`config.mk`:
```
export PLATFORM = sky130hd
export DESIGN_NAME = spike_window_classifier
export DESIGN_NICKNAME = d
export VERILOG_FILES = /design/src/rtl/snn_pkg.sv /design/src/rtl/spike_sat_counter.sv /design/src/rtl/spike_window_classifier.sv
export SDC_FILE = /design/constraint.sdc
export NUM_CORES = 1
export LEC_CHECK = 0
export ABC_AREA = 0
export ABC_CLOCK_PERIOD_IN_PS = 4450
export CAP_MARGIN = 20
export CORE_MARGIN = 2
export CORE_UTILIZATION = 60
export CTS_BUF_LIST = sky130_fd_sc_hd__clkbuf_4 sky130_fd_sc_hd__clkbuf_8
export DETAILED_ROUTE_END_ITERATION = 10
export DONT_BUFFER_PORTS = 1
export PLACE_DENSITY = 0.82
export SYNTH_ARGS = -nofsm -noshare
export SYNTH_HDL_FRONTEND = slang
export SYNTH_HIERARCHICAL = 1
export SYNTH_SLANG_ARGS = --single-unit
```
`constraint.sdc`:
```
create_clock -name clk -period 4.45 [get_ports clk]
set_clock_uncertainty 0.15 [all_clocks]
set_input_delay 0.445 -clock clk [delete_from_list [all_inputs] [get_ports clk]]
set_output_delay 0.445 -clock clk [all_outputs]
set_load 0.005 [all_outputs]
```
`src/rtl/snn_pkg.sv`:
```
// snn_pkg
// Shared definitions for the spike readout logic.
//   state_e          : classifier FSM states (IDLE / COUNT / SCAN / HOLD)
//   DEF_COUNTER_SIZE : default width of a per-lane spike count
//   DEF_WINDOW_WIDTH : default width of the window-length input
//   sat_inc()        : increment that sticks at a caller-supplied maximum
package snn_pkg;

    typedef enum logic [1:0] {
        ST_IDLE  = 2'd0,
        ST_COUNT = 2'd1,
        ST_SCAN  = 2'd2,
        ST_HOLD  = 2'd3
    } state_e;

    localparam int DEF_COUNTER_SIZE = 8;
    localparam int DEF_WINDOW_WIDTH = 16;

    // Values are carried in 32 bits so one function serves any counter width
    // up to 31 bits; the caller truncates the result back to its own width.
    function automatic logic [31:0] sat_inc(input logic [31:0] v,
                                            input logic [31:0] max_v);
        return (v >= max_v) ? max_v : v + 32'd1;
    endfunction

endpackage

```
`src/rtl/spike_sat_counter.sv`:
```
// spike_sat_counter
// One per-lane spike counter that saturates at all-ones instead of wrapping.
// Ports:
//   clk   in  rising-edge clock
//   rst_n in  synchronous active-low reset (count -> 0)
//   clr   in  synchronous clear (count -> 0), wins over counting
//   en    in  counting window is open
//   spike in  spike bit for this lane in the current cycle
//   count out registered spike count, COUNTER_SIZE bits
module spike_sat_counter
    import snn_pkg::*;
#(
    parameter int COUNTER_SIZE = DEF_COUNTER_SIZE
) (
    input  logic                    clk,
    input  logic                    rst_n,
    input  logic                    clr,
    input  logic                    en,
    input  logic                    spike,
    output logic [COUNTER_SIZE-1:0] count
);

    localparam logic [31:0] MAX_V = 32'((64'd1 << COUNTER_SIZE) - 64'd1);

    logic [COUNTER_SIZE-1:0] count_q;

    always_ff @(posedge clk) begin
        if (!rst_n || clr) begin
            count_q <= '0;
        end else if (en && spike) begin
            count_q <= COUNTER_SIZE'(sat_inc(32'(count_q), MAX_V));
        end
    end

    assign count = count_q;

endmodule

```
`src/rtl/spike_window_classifier.sv`:
```
// spike_window_classifier
// Counts spikes per lane over a programmable window of timesteps, then scans
// the counts one lane per cycle to find the most active lane. The result is
// held until the consumer takes it through a valid/ready handshake.
// Ports:
//   clk, rst_n    clock and synchronous active-low reset
//   start         begin a window (only honoured in IDLE)
//   abort         abandon any window in progress, back to IDLE
//   window_len    timesteps to count, latched on accepted start (0 acts as 1)
//   spike_in      one spike bit per lane per cycle
//   busy          high in COUNT, SCAN and HOLD
//   result_valid  result held (HOLD)
//   result_ready  consumer accepts the result
//   counts        lane i at [i*COUNTER_SIZE +: COUNTER_SIZE]
//   winner        index of the highest count (lowest index on ties)
//   no_spike      every count was zero (winner is then 0)
module spike_window_classifier
    import snn_pkg::*;
#(
    parameter int NUM_INPUTS   = 4,
    parameter int COUNTER_SIZE = DEF_COUNTER_SIZE,
    parameter int WINDOW_WIDTH = DEF_WINDOW_WIDTH,
    parameter int WINNER_WIDTH = (NUM_INPUTS > 2) ? $clog2(NUM_INPUTS) : 1
) (
    input  logic                             clk,
    input  logic                             rst_n,
    input  logic                             start,
    input  logic                             abort,
    input  logic [WINDOW_WIDTH-1:0]          window_len,
    input  logic [NUM_INPUTS-1:0]            spike_in,
    output logic                             busy,
    output logic                             result_valid,
    input  logic                             result_ready,
    output logic [NUM_INPUTS*COUNTER_SIZE-1:0] counts,
    output logic [WINNER_WIDTH-1:0]          winner,
    output logic                             no_spike
);

    state_e state_q, state_d;

    logic [WINDOW_WIDTH-1:0] len_q;
    logic [WINDOW_WIDTH-1:0] tcnt_q;
    logic [WINNER_WIDTH-1:0] scan_idx_q;
    logic [COUNTER_SIZE-1:0] max_q;
    logic [WINNER_WIDTH-1:0] winner_q;
    logic                    no_spike_q;

    logic [COUNTER_SIZE-1:0] lane_cnt [NUM_INPUTS];

    logic start_ok;
    logic cnt_clr;
    logic cnt_en;
    logic count_done;
    logic scan_last;
    logic scan_gt;
    logic [COUNTER_SIZE-1:0] scan_cnt;

    assign start_ok   = (state_q == ST_IDLE) && start;
    assign cnt_clr    = abort || start_ok;
    assign cnt_en     = (state_q == ST_COUNT);
    // len_q is never 0 once latched, so len_q-1 is the index of the last timestep.
    assign count_done = (tcnt_q == len_q - WINDOW_WIDTH'(1));
    assign scan_last  = (scan_idx_q == WINNER_WIDTH'(NUM_INPUTS - 1));
    assign scan_cnt   = lane_cnt[scan_idx_q];
    // Strictly greater: an equal count later in the scan never displaces the
    // earlier lane, which gives lowest-index tie resolution.
    assign scan_gt    = (scan_cnt > max_q);

    // Per-lane saturating counters
    for (genvar i = 0; i < NUM_INPUTS; i++) begin : g_lane
        spike_sat_counter #(
            .COUNTER_SIZE (COUNTER_SIZE)
        ) u_cnt (
            .clk   (clk),
            .rst_n (rst_n),
            .clr   (cnt_clr),
            .en    (cnt_en),
            .spike (spike_in[i]),
            .count (lane_cnt[i])
        );
        assign counts[i*COUNTER_SIZE +: COUNTER_SIZE] = lane_cnt[i];
    end

    // State register
    always_ff @(posedge clk) begin
        if (!rst_n) begin
            state_q <= ST_IDLE;
        end else begin
            state_q <= state_d;
        end
    end

    // Next-state logic; abort outranks both start and the handshake
    always_comb begin
        state_d = state_q;
        if (abort) begin
            state_d = ST_IDLE;
        end else begin
            case (state_q)
                ST_IDLE:  if (start)        state_d = ST_COUNT;
                ST_COUNT: if (count_done)   state_d = ST_SCAN;
                ST_SCAN:  if (scan_last)    state_d = ST_HOLD;
                ST_HOLD:  if (result_ready) state_d = ST_IDLE;
                default:                    state_d = ST_IDLE;
            endcase
        end
    end

    // Output logic
    always_comb begin
        busy         = (state_q != ST_IDLE);
        result_valid = (state_q == ST_HOLD);
    end

    // Timestep counter and sequential argmax
    always_ff @(posedge clk) begin
        if (!rst_n) begin
            len_q      <= '0;
            tcnt_q     <= '0;
            scan_idx_q <= '0;
            max_q      <= '0;
            winner_q   <= '0;
            no_spike_q <= 1'b0;
        end else if (abort) begin
            tcnt_q     <= '0;
            scan_idx_q <= '0;
            max_q      <= '0;
            winner_q   <= '0;
            no_spike_q <= 1'b0;
        end else begin
            case (state_q)
                ST_IDLE: begin
                    if (start) begin
                        len_q      <= (window_len == '0) ? WINDOW_WIDTH'(1) : window_len;
                        tcnt_q     <= '0;
                        scan_idx_q <= '0;
                        max_q      <= '0;
                        winner_q   <= '0;
                        no_spike_q <= 1'b0;
                    end
                end
                ST_COUNT: begin
                    tcnt_q <= tcnt_q + WINDOW_WIDTH'(1);
                end
                ST_SCAN: begin
                    if (scan_gt) begin
                        max_q    <= scan_cnt;
                        winner_q <= scan_idx_q;
                    end
                    if (scan_last) begin
                        scan_idx_q <= '0;
                        // Final max is zero only if it was zero and this lane did not beat it.
                        no_spike_q <= !scan_gt && (max_q == '0);
                    end else begin
                        scan_idx_q <= scan_idx_q + WINNER_WIDTH'(1);
                    end
                end
                default: begin
                end
            endcase
        end
    end

    assign winner   = winner_q;
    assign no_spike = no_spike_q;

endmodule

```
==> flow_metrics.py <==
metrics = {
    "sta": {
        "final.setup.tns_ps": 0,
        "fmaxAchievable_mhz": 285,
        "final_max_tran_viols": 0,
        "tightest_slew_ps": 1010,
        "max-slew-margin-rel": 0.325,
        "period_minus_slack_ps": 3500,
        "post-route-period-util": 0.787,
        "report.final.setup_viol": 0,
        "hold_viol": 0,
        "unrepaired_setup_endpoints_after_global_routing": "false",
        "timing.final.ws_setup_ps": 946,
    },
    "setup_path": {
        "cp_data_required_time_ps": 4610,
        "worstSetupEndpointType": "register",
        "critPathSlowestCell": "sky130_fd_sc_hd__dfxtp_1",
        "critPathTopFamily": "compound AO/OA/AOI/OAI gates",
        "timing.critical_path.from": "scan_idx_q[0]",
        "worst-setup-path-type": "register to register",
        "r2r-start": "scan_idx_q[0]",
        "cp_cell_sequence": "mux4_2, ha_1, nor2b_1, o21a_1, o21a_1, o21bai_1, a21oi_1, o21bai_1, a32o_1",
        "critical_path.max_stage_delay_ps": 750,
        "path_buf_inv": 0,
        "critical_path_peak_fanout": 12,
        "critical_path_arrival_ps": 3670,
        "setup.worst_path.start_class": "register",
    },
    "global_routing": {
        "grt_max_degree": 28,
        "grt.total_usage": 0.269,
        "first_pass_grt_wire_length_um": 18100,
        "number_of_global_route_vias_before_repair": 3795,
        "grt_remaining_overflow": 0,
        "antenna_violations_before_repair": 0,
    },
    "detailed_routing": {
        "post_drt_wl_per_cell_um": 17.7,
        "highest-signal-layer": "met4",
        "drc_errors": 0,
        "via_count": 4088,
        "totalWireLength_um": 11000,
        "met2WireLength_um": 5070,
        "routedLengthMet1_um": 4820,
        "drt-initial-drc-count": 311,
        "route.met3.wl_um": 910,
        "drt-pass1-iter-count": 5,
        "final_antenna_net_count": 0,
        "routed_vias_inst": 6.61,
    },
    "synthesis": {
        "synth_sequential_area_ratio": 0.347,
        "synth_top_area_cell": "sky130_fd_sc_hd__dfxtp_1",
        "post_synth_main_area_contributors": "sky130_fd_sc_hd__dfxtp_1 35%, sky130_fd_sc_hd__ha_1 5.2%, sky130_fd_sc_hd__mux4_2 4.0%",
        "postSynthCellCount": 522,
        "syn_avg_cell_area_um2": 8.73,
        "dominant_register_cell_in_the_synthesized_netlist": "sky130_fd_sc_hd__dfxtp_1",
        "number_of_enable_type_register_cells_in_the_synthesized_netlist": 0,
        "yosysTopAreaCellShare": 0.347,
        "synth_cell_types": 58,
        "netlist_area_mm2": 0.00456,
        "postSynthNetCount": 566,
        "synth_warnings": 6,
        "async_s_r_ff_share_synth": 0,
        "yosys_register_bits": 79,
    },
    "cts": {
        "post_cts_hold_buffer_count": 0,
        "cts-buffers-inserted": 9,
        "post_cts_buffers": 0,
        "clock_tree.htree_level_count": 3,
        "clk-insertion-delay-late_ps": 370,
        "cts_resized": 0,
        "clk_pin_slew_ps": 80,
        "cts_max_path_buffers": 2,
        "cts_tree": "built",
        "number_of_sinks_on_the_clock_net": 79,
        "clock_tree.root_cell": "sky130_fd_sc_hd__clkbuf_8",
    },
    "worst_hold_path": {
        "min-delay-start": "window_len[7]",
        "holdCritPathClass": "input pin to register",
    },
    "pwr": {
        "cell_internal_pwr_mw": 1.12,
        "p_total_mw": 1.50,
        "share_clk_of_total_power": 0.405,
        "ir_drop_mv": 0.171,
        "power.static_leakage_nw": 1.62,
        "power.share.sequential": 0.486,
        "swShare": 0.255,
        "p_sw_mw": 0.384,
        "power_per_cell_area_mw_per_mm2": 311,
        "comb_power_share": 0.109,
    },
    "place": {
        "placer_congestion": 0.875,
        "detailedPlacementHpwl_um": 7970,
        "place_worst_setup_slack_ps": 980,
        "placedCellCount": 602,
        "port_buffers": 0,
    },
    "cells_and_area": {
        "final_nets": 558,
        "synthToLayoutAreaGrowth_pct": 6.04,
        "antennaDiodeCount": 0,
        "drive_above_1_share": 0.0983,
        "filler_cell_count": 623,
        "final_core_utilization": 0.663,
        "finalNonFillerCells": 618,
    },
    "floorplanning": {
        "die_width_um": 91.2,
        "ios": 62,
        "fp.dieArea_mm2": 0.00831,
        "number_of_placement_rows": 31,
        "start_util": 0.625,
        "chipHeight_um": 91.2,
        "core_mm2": 0.00729,
    },
    "status": {
        "outcome": "finished, final reports clean",
    },
    "flow_run": {
        "maxCapViolCount": 0,
    },
}
[Yosys cell counts (4+ instances only)]
| cell | count |
|---|---|
| sky130_fd_sc_hd__a211oi_1 | 4 |
| sky130_fd_sc_hd__a21boi_0 | 15 |
| sky130_fd_sc_hd__a21o_1 | 5 |
| sky130_fd_sc_hd__a21oi_1 | 27 |
| sky130_fd_sc_hd__a311oi_1 | 4 |
| sky130_fd_sc_hd__a31oi_1 | 13 |
| sky130_fd_sc_hd__a32o_1 | 9 |
| sky130_fd_sc_hd__a41oi_1 | 5 |
| sky130_fd_sc_hd__and3_1 | 6 |
| sky130_fd_sc_hd__and4_1 | 6 |
| sky130_fd_sc_hd__and4_2 | 4 |
| sky130_fd_sc_hd__buf_1 | 6 |
| sky130_fd_sc_hd__clkbuf_1 | 11 |
| sky130_fd_sc_hd__dfxtp_1 | 79 |
| sky130_fd_sc_hd__ha_1 | 19 |
| sky130_fd_sc_hd__inv_1 | 19 |
| sky130_fd_sc_hd__mux2i_1 | 7 |
| sky130_fd_sc_hd__mux4_2 | 8 |
| sky130_fd_sc_hd__nand2_1 | 46 |
| sky130_fd_sc_hd__nand2_2 | 8 |
| sky130_fd_sc_hd__nand2b_1 | 10 |
| sky130_fd_sc_hd__nand3_1 | 20 |
| sky130_fd_sc_hd__nand4_1 | 13 |
| sky130_fd_sc_hd__nor2_1 | 36 |
| sky130_fd_sc_hd__nor2b_1 | 4 |
| sky130_fd_sc_hd__nor3_1 | 14 |
| sky130_fd_sc_hd__nor3b_1 | 4 |
| sky130_fd_sc_hd__nor4_1 | 16 |
| sky130_fd_sc_hd__o21ai_0 | 14 |
| sky130_fd_sc_hd__o31ai_1 | 9 |
| sky130_fd_sc_hd__or3_2 | 4 |
| sky130_fd_sc_hd__or4_1 | 5 |
| sky130_fd_sc_hd__xnor2_1 | 18 |
| sky130_fd_sc_hd__xor2_1 | 18 |
[metal layers]
layer / GRT usage / vias up
li1: - / 1956
met1: 0.359 / 1964
met2: 0.422 / 151
met3: 0.0697 / 17
met4: 0.0985 / 0
met5: 0 / -
[cells in the final DEF (no fill, tap or decap), types with 3 or more instances in the layout]
| cell | count |
|---|---|
| sky130_fd_sc_hd__a211oi_1 | 4 |
| sky130_fd_sc_hd__a21boi_0 | 15 |
| sky130_fd_sc_hd__a21o_1 | 5 |
| sky130_fd_sc_hd__a21oi_1 | 27 |
| sky130_fd_sc_hd__a311oi_1 | 4 |
| sky130_fd_sc_hd__a31oi_1 | 13 |
| sky130_fd_sc_hd__a32o_1 | 9 |
| sky130_fd_sc_hd__a32oi_1 | 3 |
| sky130_fd_sc_hd__a41oi_1 | 5 |
| sky130_fd_sc_hd__and3_1 | 6 |
| sky130_fd_sc_hd__and4_1 | 6 |
| sky130_fd_sc_hd__and4_2 | 4 |
| sky130_fd_sc_hd__clkbuf_8 | 10 |
| sky130_fd_sc_hd__dfxtp_1 | 79 |
| sky130_fd_sc_hd__ha_1 | 19 |
| sky130_fd_sc_hd__inv_1 | 19 |
| sky130_fd_sc_hd__mux2i_1 | 7 |
| sky130_fd_sc_hd__mux4_2 | 8 |
| sky130_fd_sc_hd__nand2_1 | 46 |
| sky130_fd_sc_hd__nand2_2 | 8 |
| sky130_fd_sc_hd__nand2b_1 | 10 |
| sky130_fd_sc_hd__nand3_1 | 20 |
| sky130_fd_sc_hd__nand4_1 | 13 |
| sky130_fd_sc_hd__nor2_1 | 36 |
| sky130_fd_sc_hd__nor2b_1 | 4 |
| sky130_fd_sc_hd__nor3_1 | 14 |
| sky130_fd_sc_hd__nor3b_1 | 4 |
| sky130_fd_sc_hd__nor4_1 | 16 |
| sky130_fd_sc_hd__o21a_1 | 3 |
| sky130_fd_sc_hd__o21ai_0 | 14 |
| sky130_fd_sc_hd__o31ai_1 | 9 |
| sky130_fd_sc_hd__or3_1 | 3 |
| sky130_fd_sc_hd__or3_2 | 4 |
| sky130_fd_sc_hd__or4_1 | 5 |
| sky130_fd_sc_hd__xnor2_1 | 18 |
| sky130_fd_sc_hd__xor2_1 | 18 |
[flip-flops by register name (all words and copies together) (netlist names)]
| register | count |
|---|---|
| g_lane.u_cnt/count | 32 |
| no_spike | 1 |
| len_q | 16 |
| winner | 2 |
| tcnt_q | 16 |
| state_q | 2 |
| max_q | 8 |
| scan_idx_q | 2 |
[worst register-to-register path, cell delays in order (launching register included)]
cell and delay (ps):
sky130_fd_sc_hd__dfxtp_1 750, sky130_fd_sc_hd__mux4_2 610, sky130_fd_sc_hd__ha_1 310, sky130_fd_sc_hd__nor2b_1 140, sky130_fd_sc_hd__o21a_1 160, sky130_fd_sc_hd__o21a_1 160, sky130_fd_sc_hd__o21bai_1 110, sky130_fd_sc_hd__a21oi_1 180
sky130_fd_sc_hd__o21bai_1 620, sky130_fd_sc_hd__a32o_1 270
[path summary, 6_finish.rpt]
| path | endpoint | slack [ps] | cells after the start |
|---|---|---|---|
| max reg2reg | max_q[2] | 950 | 9 |
| min reg2reg | state_q[1] | 360 | 2 |
| max | max_q[2] | 950 | 9 |
| min | len_q[7] | 80 | 2 |
[layout make-up]
type | count | area (µm²) | share of cell area
repair buffers | 2 | 15.0 | 0.00311
well taps | 99 | 124 | 0.0256
clock buffers | 11 | 145 | 0.0300
flip-flops and latches | 79 | 1580 | 0.327
multi-input cells | 403 | 2820 | 0.583
inverters | 19 | 71.3 | 0.0148
clock inverters | 5 | 81.3 | 0.0168
[kinds of logic (layout without fill, tap and decap cells)]
kind of cell,Yosys count,count (layout),share of synthesized area
XOR/XNOR,36,36,0.0692
AND/OR/NAND/NOR,208,208,0.247
buffers and inverters,40,37,0.0354
flip-flops,79,79,0.347
adder cells (fa/ha/maj),19,19,0.0521
AO/OA/AOI/OAI,124,124,0.192
multiplexers,16,16,0.0574
[through the flow]
| step | hold slack [ps] | area [µm²] |
|---|---|---|
| 4_1_cts | 69.6 | 4830 |
| 2_1_floorplan | 305 | 4560 |
| 6_report | 75.4 | 4830 |
| 3_3_place_gp | 321 | 4610 |
| 5_1_grt | 75.6 | 4830 |
| 3_5_place_dp | 348 | 4610 |
[power groups by stage]
stage                     logic, mW  clock network, mW  registers (mW)
after floorplan               0.141                  0           0.740
after global placement        0.156                  0           0.748
after detailed placement      0.161                  0           0.748
after CTS                     0.162              0.612           0.731
after global routing          0.181              0.639           0.733
final                         0.164              0.609           0.732
(Power assumes the default switching activity.)
